### config.mk
export PLATFORM = sky130hd
export DESIGN_NAME = reset_release_sequencer_flat
export DESIGN_NICKNAME = d
export VERILOG_FILES = /design/src/rtl/reset_release_sequencer_pkg.sv /design/src/rtl/reset_release_sequencer_if.sv /design/src/rtl/reset_release_sequencer_sync.sv /design/src/rtl/reset_release_sequencer.sv /design/src/flat_wrapper.sv
export SDC_FILE = /design/constraint.sdc
export NUM_CORES = 1
export LEC_CHECK = 0
export BUFFER_PORTS_ARGS = -buffer_cell sky130_fd_sc_hd__clkbuf_2
export CAP_MARGIN = 20
export CORE_MARGIN = 2
export CORE_UTILIZATION = 35
export DETAILED_ROUTE_END_ITERATION = 10
export SYNTH_ARGS = -nofsm -noshare
export SYNTH_HDL_FRONTEND = slang
export SYNTH_SLANG_ARGS = --single-unit
### constraint.sdc
create_clock -name clock -period 2.3 [get_ports clock]
set_input_delay 0.23 -clock clock [delete_from_list [all_inputs] [get_ports clock]]
set_output_delay 0.23 -clock clock [all_outputs]
set_load 0.1 [all_outputs]
### src/rtl/reset_release_sequencer_pkg.sv
// Shared definitions for the reset release sequencer.
//   seq_state_t      : sequencer FSM states (HOLD / WAIT / DONE)
//   DEF_*            : default parameter values
//   idx_width()      : width of the domain index register (minimum 1)
package reset_release_sequencer_pkg;

  typedef enum logic [1:0] {
    HOLD = 2'd0,
    WAIT = 2'd1,
    DONE = 2'd2
  } seq_state_t;

  localparam int unsigned DEF_N_DOMAINS   = 4;
  localparam int unsigned DEF_SYNC_STAGES = 3;
  localparam int unsigned DEF_DELAY_W     = 8;

  function automatic int unsigned idx_width(input int unsigned n);
    return (n <= 1) ? 1 : $clog2(n);
  endfunction

endpackage

### src/rtl/reset_release_sequencer_if.sv
// Control/status bundle of the reset release sequencer.
//   req_async      : asynchronous reset request, active-high
//   cfg_delay      : gap in cycles between domain releases
//   test_mode      : 1 = domain resets driven from test_reset_n
//   test_reset_n   : reset value for all domains in test mode
//   domain_reset_n : per-domain active-low resets
//   seq_busy       : sequence not complete
//   seq_done       : all domains released
// master = requesting/observing side, slave = the sequencer.
interface reset_release_sequencer_if
  import reset_release_sequencer_pkg::*;
#(
  parameter int unsigned N_DOMAINS = DEF_N_DOMAINS,
  parameter int unsigned DELAY_W   = DEF_DELAY_W
);

  logic                 req_async;
  logic [DELAY_W-1:0]   cfg_delay;
  logic                 test_mode;
  logic                 test_reset_n;
  logic [N_DOMAINS-1:0] domain_reset_n;
  logic                 seq_busy;
  logic                 seq_done;

  modport master (
    output req_async, cfg_delay, test_mode, test_reset_n,
    input  domain_reset_n, seq_busy, seq_done
  );

  modport slave (
    input  req_async, cfg_delay, test_mode, test_reset_n,
    output domain_reset_n, seq_busy, seq_done
  );

endinterface

### src/rtl/reset_release_sequencer_sync.sv
// reset_req_synchronizer: STAGES-deep synchronizer for an asynchronous
// active-high request. Reset forces every stage to 1 so the request reads
// as asserted until STAGES clean samples of 0 have been shifted through.
//   clock     : sampling clock
//   reset_n   : asynchronous active-low reset (sets all stages)
//   req_async : asynchronous request input
//   req_sync  : synchronized request (last stage)
module reset_req_synchronizer #(
  parameter int unsigned STAGES = 3
) (
  input  logic clock,
  input  logic reset_n,
  input  logic req_async,
  output logic req_sync
);

  logic [STAGES-1:0] sync_q;

  always_ff @(posedge clock or negedge reset_n) begin
    if (!reset_n) begin
      sync_q <= '1;
    end else begin
      sync_q <= {sync_q[STAGES-2:0], req_async};
    end
  end

  assign req_sync = sync_q[STAGES-1];

endmodule

### src/rtl/reset_release_sequencer.sv
// Releases N_DOMAINS active-low resets one at a time, lowest index first,
// with cfg_delay idle cycles between releases. A synchronized request
// (or reset_n) re-asserts all domains. test_mode bypasses the released
// vector with test_reset_n for scan control; the FSM keeps running.
//   clock, reset_n : clock and asynchronous active-low reset
//   bus (slave)    : request/config/test inputs, domain resets and status
module reset_release_sequencer
  import reset_release_sequencer_pkg::*;
#(
  parameter int unsigned N_DOMAINS   = DEF_N_DOMAINS,
  parameter int unsigned SYNC_STAGES = DEF_SYNC_STAGES,
  parameter int unsigned DELAY_W     = DEF_DELAY_W
) (
  input logic                      clock,
  input logic                      reset_n,
  reset_release_sequencer_if.slave bus
);

  localparam int unsigned          IDX_W    = idx_width(N_DOMAINS);
  localparam logic [IDX_W-1:0]     LAST_IDX = IDX_W'(N_DOMAINS - 1);

  seq_state_t           state;
  logic [IDX_W-1:0]     idx;
  logic [DELAY_W-1:0]   cnt;
  logic [N_DOMAINS-1:0] rel_q;
  logic                 req_s;

  reset_req_synchronizer #(
    .STAGES (SYNC_STAGES)
  ) u_req_sync (
    .clock     (clock),
    .reset_n   (reset_n),
    .req_async (bus.req_async),
    .req_sync  (req_s)
  );

  always_ff @(posedge clock or negedge reset_n) begin
    if (!reset_n) begin
      state <= HOLD;
      idx   <= '0;
      cnt   <= '0;
      rel_q <= '0;
    end else begin
      case (state)
        HOLD: begin
          rel_q <= '0;
          if (!req_s) begin
            cnt   <= bus.cfg_delay;
            idx   <= '0;
            state <= WAIT;
          end
        end
        WAIT: begin
          // A request outranks a release due on the same edge.
          if (req_s) begin
            rel_q <= '0;
            state <= HOLD;
          end else if (cnt != '0) begin
            cnt <= cnt - 1'b1;
          end else begin
            // Decoded set keeps the write in range for non-power-of-2 N.
            for (int unsigned k = 0; k < N_DOMAINS; k++) begin
              if (idx == IDX_W'(k)) rel_q[k] <= 1'b1;
            end
            if (idx == LAST_IDX) begin
              state <= DONE;
            end else begin
              idx <= idx + 1'b1;
              cnt <= bus.cfg_delay;
            end
          end
        end
        DONE: begin
          if (req_s) begin
            rel_q <= '0;
            state <= HOLD;
          end
        end
        default: begin
          rel_q <= '0;
          state <= HOLD;
        end
      endcase
    end
  end

  assign bus.domain_reset_n = bus.test_mode ? {N_DOMAINS{bus.test_reset_n}} : rel_q;
  assign bus.seq_busy       = (state != DONE);
  assign bus.seq_done       = (state == DONE);

endmodule

### src/flat_wrapper.sv
// flat-port wrapper written by rule: the top's interface ports become plain ports
module reset_release_sequencer_flat import reset_release_sequencer_pkg::*;
#(
  parameter int unsigned N_DOMAINS   = DEF_N_DOMAINS,
  parameter int unsigned SYNC_STAGES = DEF_SYNC_STAGES,
  parameter int unsigned DELAY_W     = DEF_DELAY_W
)
  (clock, reset_n, bus_req_async, bus_cfg_delay, bus_test_mode, bus_test_reset_n, bus_domain_reset_n, bus_seq_busy, bus_seq_done);
  reset_release_sequencer_if #(.N_DOMAINS(N_DOMAINS), .DELAY_W(DELAY_W)) bus_i ();
  input logic clock;
  input logic reset_n;
  input wire logic [$bits(bus_i.req_async)-1:0] bus_req_async;
  input wire logic [$bits(bus_i.cfg_delay)-1:0] bus_cfg_delay;
  input wire logic [$bits(bus_i.test_mode)-1:0] bus_test_mode;
  input wire logic [$bits(bus_i.test_reset_n)-1:0] bus_test_reset_n;
  output wire logic [$bits(bus_i.domain_reset_n)-1:0] bus_domain_reset_n;
  output wire logic [$bits(bus_i.seq_busy)-1:0] bus_seq_busy;
  output wire logic [$bits(bus_i.seq_done)-1:0] bus_seq_done;
  assign bus_i.req_async = bus_req_async;
  assign bus_i.cfg_delay = bus_cfg_delay;
  assign bus_i.test_mode = bus_test_mode;
  assign bus_i.test_reset_n = bus_test_reset_n;
  assign bus_domain_reset_n = bus_i.domain_reset_n;
  assign bus_seq_busy = bus_i.seq_busy;
  assign bus_seq_done = bus_i.seq_done;
  reset_release_sequencer #(.N_DOMAINS(N_DOMAINS), .SYNC_STAGES(SYNC_STAGES), .DELAY_W(DELAY_W)) u_core (.clock(clock), .reset_n(reset_n), .bus(bus_i));
endmodule
==> impl_metrics.ini, run 1 <==
[logic_synthesis]
syn-cell-area_um2 = 1120
synth_top_family_by_area = compound AO/OA/AOI/OAI gates
synth_top_area_cell = dfrtp_1
yosysUniqueCellTypes = 32
synth-compound-area-share_pct = 23.6
seq_area_frac_synth_pct = 42.6
yosysWarnings = 0
yosys-top-cells-area = dfrtp_1, dfstp_2, ha_1
synth.top_cell.area_share_pct = 35.6
synth_flop_cell = dfrtp_1
syn_inst = 111
synth_fp_nets = 130
synthAdderAreaFrac_pct = 6.67
synthXorXnorAreaFrac_pct = 0
avgSynthCellArea_um2 = 10.1
synthMuxAreaShare_pct = 5.78
synth_common_cells = dfrtp_1, o21ai_0, inv_1
synth-async-reset-ratio_pct = 100
synth_most_common_cell = dfrtp_1
synth_edf_count = 0
synth_simple_gate_area_share_pct = 15.4
synth-seq-cells = 19

[pwr]
power_mw = 0.993
switching_share_pct = 39.6
power.internal_mw = 0.600
pwr-share-comb_pct = 34.8
seqPwrFrac_pct = 46.8
cellPowerDensity_nw_per_um2 = 760
pwr-share-clk_pct = 18.3
p_leak_nw = 0.585
vdd_drop_max_mv = 0.446
power_switching_mw = 0.393

[placed_design]
dp_hpwl_mm = 1.87
placement.io_buffers = 18
gp_congestion = 0.874

[route]
drtIter0Drc = 38
drc = 0
wl_per_cell_um = 14.0
viasPerCell = 5.22
drt_pass1_iterations = 4
postRouteAntennaNets = 0
wl_mm = 2.49
via_count = 930

[timing]
report.final.hold_viol_count = 0
rsz0062_at_grt = no
period_minus_slack_ps = 2060
drv_slew = 0
final-setup-viol-count = 0
slew-limit-headroom_pct = 53.8
skew_ps = 6.64
fin_setup_tns_ps = 0
finalCritPeriodShare_pct = 89.7
tightest_slew_ps = 693
fmax_mhz = 485

[finish]
antenna_cells = 0
areaGrowthSynthToFinish_pct = 16.1
fin_nets = 154
layout-drive-gt1-share_pct = 26.9
nFillCells = 308

[setup_path]
cp.required_ps = 2500
r2r-start = u_core.cnt[0]$_DFFE_PN0P_
r2r_slack_ps = 240
cp-end-kind = flip-flop
critPathMaxFanout = 9
crit_arrival_ps = 2260
slowest_delay_ps = 530
r2r_end = u_core.cnt[0]$_DFFE_PN0P_
crit_slowest_cell = or3b_2
r2r_cells = 7
crit_path_cell_trace = inv_1 > ha_1 > or3b_2 > o31ai_4 > inv_2 > o21ai_0 > a21oi_1
critPathKind = flip-flop to flip-flop
cp-start-kind = flip-flop

[clock_tree]
clkTransAtPathRegs_ps = 120
clockRootBuffer = clkbuf_4
clk_path_buf_depth = 2
cts_buffers = 3
cts_tree = built
htreeDepth = 1
clock_latency_ps = 320
clock_sinks = 19

[global_routing]
grt_antenna_before_repair = 0
grt_max_degree = 20
grt_usage_pct = 15.4
first_global_vias = 916
gr-total-overflow = 0
grt_first_pass_wirelength_mm = 4.15

[floorplan]
start_util_pct = 36.8
die_y_um = 60.7
rows = 20
core_area_um2 = 3050
die_w_um = 60.7
die_area_um2 = 3680
io_pins = 19

[flow_run]
cap_violations = 0

[min_path]
min_from = bus_cfg_delay[5]
hold_class = input port to flip-flop
min_to = u_core.cnt[5]$_DFFE_PN0P_
hold_depth = 3

[status]
status = finished clean
==> cells in the final DEF, fill, tap and decap left out, types with 4 or more instances in the layout <==
cell | synthesis | layout
o21ai_0 | 11 | 7
o2bb2ai_1 | 5 | 5
o32ai_1 | 4 | 4
nor2_1 | 7 | 7
nand2b_1 | 4 | 4
inv_1 | 10 | 10
ha_1 | 6 | 6
nor4_1 | 4 | 4
o21ai_1 | 0 | 4
clkbuf_2 | 0 | 18
dfrtp_1 | 16 | 16
a21oi_1 | 9 | 9
nand2_1 | 4 | 4
mux2i_1 | 5 | 5
==> power by group through the flow <==
stage	clock network [mW]	registers, mW	logic (mW)
5_1_grt	0.206	0.476	0.383
4_1_cts	0.188	0.464	0.350
6_report	0.182	0.465	0.346
3_3_place_gp	0	0.468	0.338
3_5_place_dp	0	0.470	0.347
2_1_floorplan	0	0.446	0.290
==> layer usage <==
metal / GRT usage (%) / vias up / routed length [um]
met5: 0 / - / 0
met4: 4.66 / 0 / 28
met3: 4.48 / 4 / 88
met2: 26.4 / 20 / 1220
met1: 18.7 / 457 / 1140
li1: - / 449 / -
==> how the worst max path moves through the flow <==
stage / startpoint / endpoint / slack, ps / depth (start not counted)
2_1_floorplan: u_core.rel_q[1]$_DFFE_PN0P_ / bus_domain_reset_n[1] / 350 / 2
6_report: u_core.cnt[0]$_DFFE_PN0P_ / u_core.cnt[0]$_DFFE_PN0P_ / 240 / 7
5_1_grt: u_core.cnt[0]$_DFFE_PN0P_ / u_core.cnt[0]$_DFFE_PN0P_ / 120 / 7
3_3_place_gp: u_core.cnt[0]$_DFFE_PN0P_ / u_core.idx[0]$_DFFE_PN0P_ / 300 / 6
3_5_place_dp: u_core.cnt[0]$_DFFE_PN0P_ / u_core.cnt[0]$_DFFE_PN0P_ / 260 / 7
4_1_cts: u_core.cnt[0]$_DFFE_PN0P_ / u_core.cnt[0]$_DFFE_PN0P_ / 250 / 7
==> stage by stage <==
stage               util (%)  worst slack [ps]  cell area (um^2)  std cells  hold WS [ps]
floorplan                  -               346              1130        111         -65.6
global placement        41.2               301              1260        172           215
detailed placement      41.2               261              1260        172           224
CTS                     42.8               248              1310        178           188
global route            42.8               119              1310        178           174
finish                  42.8               236              1310        178           185
==> registers in the layout, indices dropped and copies added (netlist names) <==
signal / flops
u_core.cnt: 8
u_core.rel_q: 4
u_core.u_req_sync.sync_q: 3
u_core.idx: 2
u_core.state: 2
==> worst max-delay path: cells and delay by family, from the launching register on <==
kind                       cells  cell delay [ps]
AOI/OAI and AO/OA              3              660
and+or+nand+nor                1              530
DFF                            1              390
adders and majority gates      1              190
buffers and inverters          2              180
==> cell families after synthesis <==
family / Yosys count
flops: 19
buf+inv: 14
simple gates: 29
compound gates: 37
mux: 6
fa+ha+maj: 6
==> repair_timing <==
| action | CTS | global route |
|---|---|---|
| resized for setup | 0 | 0 |
| hold endpoints to repair | 17 | 0 |
| hold buffers | 2 | 0 |
| buffers inserted | 0 | 0 |
==> final cells by class <==
cell class	count	area [um^2]	area share, %
Inverter	11	41.3	3.16
Timing Repair Buffer	22	125	9.58
Sequential cell	19	479	36.7
Clock inverter	1	5.00	0.383
Multi-Input combinational cell	78	578	44.3
Clock buffer	3	22.5	1.72
Tap cell	44	55.1	4.21
No activity file was read; power rests on OpenSTA's default activity.
==> run 2: changes to the inputs <==
CELL_PAD_IN_SITES_DETAIL_PLACEMENT = 1   (was unset)
CELL_PAD_IN_SITES_GLOBAL_PLACEMENT = 2   (was unset)
CORE_UTILIZATION = 34   (was 35)
PLACE_DENSITY_LB_ADDON = 0.1   (was unset)
RECOVER_POWER = 25   (was unset)
==> impl_metrics.ini, run 2 (synthesis results as in run 1) <==
[route]
postRouteAntennaNets = 0
drc = 0
wl_mm = 2.74
drtIter0Drc = 15
via_count = 924
wl_per_cell_um = 15.4
viasPerCell = 5.19
drt_pass1_iterations = 4

[finish]
top_register = u_core.cnt
final_common_cell = clkbuf_2
multi_input_area_um2 = 578
reg_top3 = u_core.cnt: 8 flops, u_core.rel_q: 4 flops, u_core.u_req_sync.sync_q: 3 flops
stdcell_area_um2 = 1300
fin_nets = 154
largest_reg_flops = 8
register_area_um2 = 479
nFillCells = 379
areaGrowthSynthToFinish_pct = 15.9
antenna_cells = 0
final_cell_mix = clkbuf_2, dfrtp_1, inv_1
layout-drive-gt1-share_pct = 25.4
final_util_pct = 42.0

[floorplan]
die_w_um = 61.5
rows = 20
core_area_um2 = 3100
die_y_um = 61.5
start_util_pct = 36.3
io_pins = 19
die_area_um2 = 3780

[global_routing]
grt_first_pass_wirelength_mm = 4.64
grt_antenna_before_repair = 0
grt_max_degree = 20
gr-total-overflow = 0
grt_usage_pct = 17.1
first_global_vias = 938

[timing]
tightest_slew_ps = 1040
slew-limit-headroom_pct = 30.4
period_minus_slack_ps = 2080
finalCritPeriodShare_pct = 90.5
rsz0062_at_grt = no
report.final.hold_viol_count = 0
drv_slew = 0
setup_ws_ps = 220
final-setup-viol-count = 0
skew_ps = 4.05
fin_setup_tns_ps = 0
fmax_mhz = 481

[setup_path]
cp.required_ps = 2510
critPathMaxFanout = 8
critPathKind = flip-flop to flip-flop
cp-end-kind = flip-flop
cpLargestDelayFamily = simple AND/OR/NAND/NOR gates
slowest_delay_ps = 530
path_buf_inv = 1
crit_arrival_ps = 2290
crit_cells = 6
cp-start-kind = flip-flop
r2r_cells = 6
crit_slowest_cell = or3b_2
crit_path_cell_trace = inv_1 > ha_1 > or3b_2 > o21ai_4 > nand3_4 > mux2_4

[clock_tree]
clkTransAtPathRegs_ps = 110
cts_buffers = 3
clockRootBuffer = clkbuf_4
cts_setup_buffers = 0
clk_path_buf_depth = 2
htreeDepth = 1
clock_sinks = 19
cts_tree = built
clock_latency_ps = 310

[flow_run]
cap_violations = 0

[placed_design]
dp_hpwl_mm = 2.04
gp_congestion = 0.878
placement.io_buffers = 18
post-place-ws_ps = 223
post_dp_cell_area_um2 = 1260

[pwr]
cellPowerDensity_nw_per_um2 = 769
power_mw = 1.00
vdd_drop_max_mv = 0.417
p_leak_nw = 0.579

[status]
status = finished clean

[min_path]
hold_depth = 3
hold_class = input port to flip-flop
-- run 2: metal layers --
| layer | up-vias | GRT usage [%] | share of wire [%] |
|---|---|---|---|
| li1 | 453 | - | - |
| met1 | 450 | 23.5 | 51 |
| met2 | 18 | 26.8 | 44 |
| met3 | 3 | 5.04 | 3.7 |
| met4 | 0 | 3.65 | 0.84 |
| met5 | - | 0 | 0 |
-- run 2: where the power goes --
part           leakage (nW)  total (mW)  switching (mW)  internal, mW
clock                0.0150       0.179           0.111        0.0679
combinational         0.329       0.361           0.219         0.142
sequential            0.235       0.462          0.0661         0.396
total                 0.579        1.00           0.397         0.605
-- run 2: path summary, 6_finish.rpt --
kind	startpoint	to	slack, ps
min in group asynchronous	reset_n	u_core.cnt[4]$_DFFE_PN0P_	610
hold reg to reg	u_core.u_req_sync.sync_q[1]$_DFF_PN1_	u_core.u_req_sync.sync_q[2]$_DFF_PN1_	370
setup / recovery	u_core.cnt[0]$_DFFE_PN0P_	u_core.idx[0]$_DFFE_PN0P_	220
max in group asynchronous	reset_n	u_core.cnt[3]$_DFFE_PN0P_	1070
hold / removal	bus_cfg_delay[1]	u_core.cnt[1]$_DFFE_PN0P_	190
setup reg to reg	u_core.cnt[0]$_DFFE_PN0P_	u_core.idx[0]$_DFFE_PN0P_	220
-- run 2: through the flow --
stage | hold WS, ps | instances
6_report | 191 | 178
5_1_grt | 207 | 178
4_1_cts | 179 | 178
3_5_place_dp | 220 | 172
3_3_place_gp | 223 | 172
2_1_floorplan | -65.6 | 111
-- run 2: cell type report --
class / count / share of cell area (%)
repair buffers: 22 / 9.50
well taps: 44 / 4.22
clock buffers: 4 / 2.02
inverters: 11 / 3.17
flip-flops and latches: 19 / 36.8
multi-input cells: 78 / 44.3
-- run 2: what timing repair did --
item,in CTS,in global routing
hold buffers,2,0
gates resized for setup,0,0
endpoints found under the hold margin,17,0
-- run 2: worst min-delay path: stages --
cell	delay, ps
clkbuf_2	70
a211oi_1	50
a21oi_1	110
